## src/rtl/rf_pkg.sv

```systemverilog
// Shared defaults for the CPU register bank: width, address size and the
// architectural zero-register index.
package rf_pkg;

   localparam int unsigned DEF_DATA_W = 32'd32;
   localparam int unsigned DEF_ADDR_W = 32'd5;
   localparam int unsigned REG_ZERO   = 32'd0;

endpackage

```

## src/rtl/rf_scoreboard.sv

```systemverilog
// Pending-write scoreboard: one bit per register, set on issue, cleared on
// writeback, with two raw lookup ports for the hazard unit.
module rf_scoreboard
   import rf_pkg::*;
#(
   parameter int unsigned ADDR_W    = DEF_ADDR_W,
   parameter bit          ZERO_REG0 = 1'b1
) (
   input  logic              clk,
   input  logic              rst_n,
   input  logic              set_en,
   input  logic [ADDR_W-1:0] set_addr,
   input  logic              clr_en,
   input  logic [ADDR_W-1:0] clr_addr,
   input  logic [ADDR_W-1:0] lk_addr1,
   input  logic [ADDR_W-1:0] lk_addr2,
   output logic              lk_pend1,
   output logic              lk_pend2
);

   localparam int unsigned       DEPTH     = 32'd1 << ADDR_W;
   localparam logic [DEPTH-1:0]  ONE       = {{(DEPTH-1){1'b0}}, 1'b1};
   localparam logic [ADDR_W-1:0] ZERO_ADDR = ADDR_W'(REG_ZERO);

   logic [DEPTH-1:0] pend_r;
   logic [DEPTH-1:0] set_mask_s;
   logic [DEPTH-1:0] clr_mask_s;
   logic [DEPTH-1:0] pend_nxt_s;
   logic             set_ok_s;

   // Set is applied after clear so a same-address issue keeps the bit high.
   always_comb begin
      set_ok_s   = set_en && !(ZERO_REG0 && (set_addr == ZERO_ADDR));
      set_mask_s = set_ok_s ? (ONE << set_addr) : {DEPTH{1'b0}};
      clr_mask_s = clr_en ? (ONE << clr_addr) : {DEPTH{1'b0}};
      pend_nxt_s = (pend_r & ~clr_mask_s) | set_mask_s;
   end

   // Pending-bit state.
   always_ff @(posedge clk) begin
      if (!rst_n) begin
         pend_r <= {DEPTH{1'b0}};
      end else begin
         pend_r <= pend_nxt_s;
      end
   end

   assign lk_pend1 = pend_r[lk_addr1];
   assign lk_pend2 = pend_r[lk_addr2];

endmodule

```

## src/rtl/reg_bank_sync.sv

```systemverilog
// Two-read/one-write CPU register bank with write bypass, optional zero
// register, optional registered read and a pending-write scoreboard.
module reg_bank_sync
   import rf_pkg::*;
#(
   parameter int unsigned DATA_W    = DEF_DATA_W,
   parameter int unsigned ADDR_W    = DEF_ADDR_W,
   parameter bit          ZERO_REG0 = 1'b1,
   parameter bit          READ_REG  = 1'b0,
   parameter bit          BYPASS    = 1'b1
) (
   input  logic              clk,
   input  logic              rst_n,
   input  logic [ADDR_W-1:0] rd_addr1,
   input  logic [ADDR_W-1:0] rd_addr2,
   output logic [DATA_W-1:0] rd_data1,
   output logic [DATA_W-1:0] rd_data2,
   output logic              rd_pend1,
   output logic              rd_pend2,
   input  logic              wr_en,
   input  logic [ADDR_W-1:0] wr_addr,
   input  logic [DATA_W-1:0] wr_data,
   input  logic              iss_en,
   input  logic [ADDR_W-1:0] iss_addr
);

   localparam int unsigned       DEPTH     = 32'd1 << ADDR_W;
   localparam logic [ADDR_W-1:0] ZERO_ADDR = ADDR_W'(REG_ZERO);

   logic [DATA_W-1:0] bank_r [DEPTH];
   logic [ADDR_W-1:0] addr_s [2];
   logic [DATA_W-1:0] rdval_s [2];
   logic              hit_s [2];
   logic              zero_s [2];
   logic              raw_pend_s [2];
   logic              wr_ok_s;

   assign addr_s[0] = rd_addr1;
   assign addr_s[1] = rd_addr2;
   assign wr_ok_s   = wr_en && !(ZERO_REG0 && (wr_addr == ZERO_ADDR));

   rf_scoreboard #(
      .ADDR_W    (ADDR_W),
      .ZERO_REG0 (ZERO_REG0)
   ) u_sb (
      .clk      (clk),
      .rst_n    (rst_n),
      .set_en   (iss_en),
      .set_addr (iss_addr),
      .clr_en   (wr_en),
      .clr_addr (wr_addr),
      .lk_addr1 (rd_addr1),
      .lk_addr2 (rd_addr2),
      .lk_pend1 (raw_pend_s[0]),
      .lk_pend2 (raw_pend_s[1])
   );

   // Storage array; a write to the zero register is dropped when it is hardwired.
   always_ff @(posedge clk) begin
      if (!rst_n) begin
         for (int i = 0; i < int'(DEPTH); i++) begin
            bank_r[i] <= {DATA_W{1'b0}};
         end
      end else if (wr_ok_s) begin
         bank_r[wr_addr] <= wr_data;
      end
   end

   // Read mux: zero register beats bypass, bypass beats the stored value.
   always_comb begin
      for (int p = 0; p < 2; p++) begin
         zero_s[p] = ZERO_REG0 && (addr_s[p] == ZERO_ADDR);
         hit_s[p]  = BYPASS && wr_en && (wr_addr == addr_s[p]);
         if (zero_s[p]) begin
            rdval_s[p] = {DATA_W{1'b0}};
         end else if (hit_s[p]) begin
            rdval_s[p] = wr_data;
         end else begin
            rdval_s[p] = bank_r[addr_s[p]];
         end
      end
   end

   assign rd_pend1 = raw_pend_s[0] & ~hit_s[0] & ~zero_s[0];
   assign rd_pend2 = raw_pend_s[1] & ~hit_s[1] & ~zero_s[1];

   generate
      if (READ_REG) begin : g_rreg
         logic [DATA_W-1:0] rd1_r;
         logic [DATA_W-1:0] rd2_r;

         // Output registers capture the (possibly forwarded) read value.
         always_ff @(posedge clk) begin
            if (!rst_n) begin
               rd1_r <= {DATA_W{1'b0}};
               rd2_r <= {DATA_W{1'b0}};
            end else begin
               rd1_r <= rdval_s[0];
               rd2_r <= rdval_s[1];
            end
         end

         assign rd_data1 = rd1_r;
         assign rd_data2 = rd2_r;
      end else begin : g_comb
         assign rd_data1 = rdval_s[0];
         assign rd_data2 = rdval_s[1];
      end
   endgenerate

endmodule
```

## config.mk

```make
export PLATFORM = sky130hd
export DESIGN_NAME = reg_bank_sync
export DESIGN_NICKNAME = d
export VERILOG_FILES = /design/src/rtl/rf_pkg.sv /design/src/rtl/rf_scoreboard.sv /design/src/rtl/reg_bank_sync.sv
export SDC_FILE = /design/constraint.sdc
export NUM_CORES = 2
export LEC_CHECK = 0
export CORE_UTILIZATION = 29
export CTS_CLUSTER_DIAMETER = 150
export CTS_CLUSTER_SIZE = 8
export DETAILED_ROUTE_END_ITERATION = 10
export GPL_TIMING_DRIVEN = 0
export PLACE_DENSITY = 0.46
export REMOVE_ABC_BUFFERS = 1
export SLEW_MARGIN = 10
export SYNTH_ARGS = -nofsm -noshare
export SYNTH_HDL_FRONTEND = slang
export SYNTH_SLANG_ARGS = --single-unit
export TNS_END_PERCENT = 50
```

## constraint.sdc

```tcl
create_clock -name clk -period 8.8 [get_ports clk]
set_clock_uncertainty 0.1 [all_clocks]
set_input_delay 1.76 -clock clk [delete_from_list [all_inputs] [get_ports clk]]
set_output_delay 1.76 -clock clk [all_outputs]
set_load 0.005 [all_outputs]
```

Word-level counts from Yosys, hierarchy flattened
Memories as Yosys holds them, arrays and structs flattened. Index checks and enable logic that the tools add are counted.

Register bits: 32. Bits in writable memories: 1024. Input bits: 56. Logic and storage cells: 47. Memories kept: 1.

$lt $le $gt $ge: 2. Equal/unequal tests: 2. Shifts and indexed selects: 2. Mux-type cells: 17. Bitwise operators: 11. Reduce and logical (&&, ||, !) cells: 11.

Memory list: bank_r (depth 32, width 32, rd ports 2, clocked after Yosys merged registers in 0, wr ports 32, line reg_bank_sync.sv:30) `logic [DATA_W-1:0] bank_r [DEPTH];`.

Operators with widths (number): 32-bit 2-to-1 mux (7); 1-bit by 5-bit << shifter with 32-bit output (first input constant) (2); 32-bit bitwise AND (1); 32-bit NOT (1); 32-bit bitwise OR (1); 32-bit OR reduction (1); 5-bit zero test (4); 5-bit by 6-bit < comparator with 1-bit output (second input constant) (2); 1-bit binary-select mux with 5-bit select (2); 5-bit == test (2); 1-bit 2-to-1 mux (7); 5-bit 2-to-1 mux (1); 1-bit bitwise AND (4); 1-bit logical AND (4); 1-bit NOT (4); 1-bit zero test (2).

Depth between registers and ports, before layout
Word-level depth: 8. Gate-level depth with buffers: 10. Gate-level depth less buffers: 5.

Modules after synthesis
From an unflattened synthesis, not the netlist that was laid out.

Cell total of the unflattened synthesis: 3990. Area total of the unflattened synthesis: 57337.5 um2.

Modules (own cells, without submodules): reg_bank_sync (instances 1, cells an instance 3735, area each 55253.0 um2); rf_scoreboard (instances 1, cells an instance 255, area each 2084.5 um2).

Worst setup path before layout
OpenSTA, ideal clock, no wires.

Path type: input -> register. Start point: input port wr_addr[2]. End point: memory bank_r[13][0] (netlist name) (enable). Data arrival time: 4.895 ns. Data required time: 8.234 ns. Setup slack: 3.340 ns. Stages: 7. Path buffers: 3. Path through: buf_2 -> nor2_1 -> nand2_1 -> nand3_1 -> buf_2 -> clkbuf_1 -> o21ai_0.

RTL lines: start: declaration (line reg_bank_sync.sv:21) `input logic [ADDR_W-1:0] wr_addr,`; end: declaration (line reg_bank_sync.sv:30).

Worst setup path after layout
Start point: input port rd_addr2[0]. End point: output port rd_data2[7].

Cells in the longest elaborated chain, start to end: 4.

RTL lines: start: declaration (line reg_bank_sync.sv:15) `input logic [ADDR_W-1:0] rd_addr2,`; parallel branches: the longest is 3 deep, another holds memory read 32 x 32 bit; 32-bit 2-to-1 mux (*) (line reg_bank_sync.sv:74) `if (zero_s[p]) begin`; end: declaration (line reg_bank_sync.sv:17) `output logic [DATA_W-1:0] rd_data2,`.

Every way passes the cells marked *.

==> results.yml <==
worst_setup_path:
  cp_data_required_time_ns: 6.94
  cp-start-kind: "input pin"
  cp_max_fo: 60
  r2r_start: "u_sb.pend_r[8]"
  r2r-end: "u_sb.pend_r[8]"
  rrSetupSlack_ns: 7.95
  crit_type: "in2out"
  crit_path_end_kind: "output pin"
  r2r_cells: 2
  arrival_ns: 6.83
sta:
  hold_violations: 0
  rsz0062_at_grt: "no"
  finalCritPeriodShare_pct: 98.72
  maxSlewHeadroom_pct: 17.69
  finalSetupTns_ns: 0
  max_freq_ghz: 0.1151
  drv_slew: 0
  fin_crit_ns: 8.688
  fin_ws_ns: 0.1122
  finalSetupViolCount: 0
  worst_slew_pin_slew_ns: 1.227
cells_and_area:
  fillCellCount: 18510
  multiInputGateArea_um2: 24450
  drive_gt1_share_pct: 22.68
  regArea_um2: 31390
  final_core_util_pct: 34.62
  layout.cells.non_filler: 6657
  final_net_count: 4052
  final_common_cell: "edfxtp_1"
  layout_common_cells: "edfxtp_1, and2_1, mux4_2, mux2i_1, clkbuf_16"
  areaGrowthSynthToFinish_pct: 18.30
status:
  status: "finished clean"
clocking:
  clk_path_buf_depth: 3
  cts-root-buf: "clkbuf_16"
  insertion_delay_ns: 0.79
  numCtsBuffers: 149
  tritoncts: "done"
  post_cts_buffers: 0
  hold_buffers: 0
  cts_resized: 0
  clkTransAtPathRegs_ns: 0.06
  htree_num_levels: 4
  cts.sinks: 1056
place:
  portBuffers: 121
  dpl_worst_slack_ns: 0.2836
  dp.cells: 6469
  hpwl_mm: 142.7
  gp_congestion: 0.8352
synth:
  yosys_register_bits: 1056
  synth_top_area_share_pct: 53.83
  synth-simple-area-share_pct: 14.14
  async_flop_share_pct: 0
  yosys.area.top_type: "edfxtp_1"
  synthMuxAreaShare_pct: 21.88
  syn_area_um2: 57120
  synth-edff-count: 1024
  synth_top_family_by_area: "multiplexers"
  synth_compound_area_share_pct: 5.244
  yosysUniqueCellTypes: 64
  synth_area_leaders: "edfxtp_1, mux4_2, and2_1, mux2i_1, clkbuf_1"
  synth_xor_xnor_area_share_pct: 0.1533
  synth-adder-area-share_pct: 0
  yosysSeqAreaShare_pct: 54.95
  syn_inst: 3984
  synthFlopType: "edfxtp_1"
  yosysWarnings: 0
  avgSynthCellArea_um2: 14.34
route:
  first_pass_iters: 8
  viasPerCell: 5.503
  wire_per_inst_um: 33.17
  ant_nets: 0
  postRouteWirelength_mm: 220.8
  via_count: 36630
  drt_iter0_markers: 4351
  drc: 0
die:
  dieHeight_um: 445.8
  ios: 122
  die_area_um2: 198800
  rows: 162
  start_util_pct: 29.26
  die_w_um: 445.8
  core-area_um2: 195200
global_route:
  antenna_found_initial: 23
  overflow: 0
  grtUsageTotal_pct: 22.05
  grt_pass1_wl_mm: 305.2
  grt_max_degree: 77
  grt_pass1_vias: 36550
run:
  cap_violations: 0
hold_path:
  holdPathStages: 2
  min_path_type: "reg2reg"
  min_from: "u_sb.pend_r[0]"
  whs_endpoint: "u_sb.pend_r[0]"
power_and_ir_drop:
  vdd_drop_max_uv: 128.0
  power.leakage_nw: 22.73
  p_per_area_nw_per_um2: 192.5
[sequential cells by signal (all words and copies together) (netlist names)]
| name | count |
|---|---|
| u_sb.pend_r | 32 |
| bank_r | 1024 |
[final cells by class]
type,count,area share (%)
Sequential cell,1056,46.45
Multi-Input combinational cell,2515,36.18
Timing Repair Buffer,251,6.327
Clock buffer,169,5.849
Tap cell,2624,4.858
Clock inverter,8,0.1537
Inverter,23,0.1444
Antenna cell,11,0.04073
[per-stage QoR]
step / total power [mW] / hold WS, ns / instance area (um^2)
CTS: 13.11 / 0.3631 / 67600
global route: 13.35 / 0.3937 / 67560
floorplan: 6.734 / 0.3192 / 55260
finish: 13.01 / 0.3789 / 67580
global placement: 8.148 / 0.3418 / 59750
detailed placement: 7.768 / 0.3491 / 63540
[critical path, cell delays in order]
cell and delay, ns:
buf_8 0.23, buf_16 0.42, buf_16 0.42, inv_1 0.32
nand3_1 0.74, o21ai_4 0.39, buf_16 0.29, a211oi_1 0.96
a22o_1 0.47, clkdlybuf4s50_1 0.57
[power by group]
part           switching, mW  total [mW]  leakage, nW  internal (mW)
sequential             0.129        5.92         10.0           5.79
combinational           1.02        1.75         10.7          0.735
clock                   2.21        5.34         1.99           3.12
total                   3.36        13.0         22.7           9.65
[synthesized netlist by cell type, types with 3 or more instances]
library cell  instances
nand2_1              68
o2111ai_1             9
mux2i_1             179
a221o_1              29
nand3_1              57
a22o_1               17
and3_1               13
or4_1                 5
nor2_1               93
clkbuf_1            283
mux4_2              455
o211a_1               3
o311a_1               5
mux4_1                3
inv_1                20
xor2_1                4
a2111oi_0             3
a211oi_1             34
a21oi_1              53
a31oi_1               9
buf_2                62
or3b_2                3
xnor2_1               6
a221oi_1             31
and3b_1               3
edfxtp_1           1024
buf_6                19
o22ai_1              71
dfxtp_1              32
and2_1              997
o211ai_1             20
buf_1                15
nand4_1               7
or2_2                 4
mux2_2               34
nor2b_1              29
nor4_1               17
buf_4                40
o21ai_0             103
nand2b_1             25
a22oi_1              37
nor3_1               24
nand3b_1              7
nor3b_1               6
[cells by family after synthesis]
logic type / after synthesis
AND/OR/NAND/NOR: 1363
flip-flops: 1056
multiplexers: 671
buffers and inverters: 444
AO/OA/AOI/OAI: 439
XOR/XNOR: 10
other: 1
[worst max-delay path by stage]
stage	start	endpoint	cells past startpoint
2_1_floorplan	wr_addr[4]	rd_data1[0]	5
3_3_place_gp	rd_addr2[0]	rd_data2[23]	6
3_5_place_dp	rd_addr2[0]	rd_data2[7]	10
4_1_cts	rd_addr2[0]	rd_data2[7]	10
5_1_grt	rd_addr2[0]	rd_data2[7]	10
6_report	rd_addr2[0]	rd_data2[7]	10
[layer usage]
layer | vias to the layer above | global-route usage [%] | wire length [um]
li1 | 15280 | - | -
met1 | 19490 | 29.38 | 92450
met2 | 1516 | 35.51 | 104800
met3 | 338 | 4.304 | 15600
met4 | 14 | 8.067 | 7884
met5 | - | 0 | 98
(Power assumes the default switching activity.)
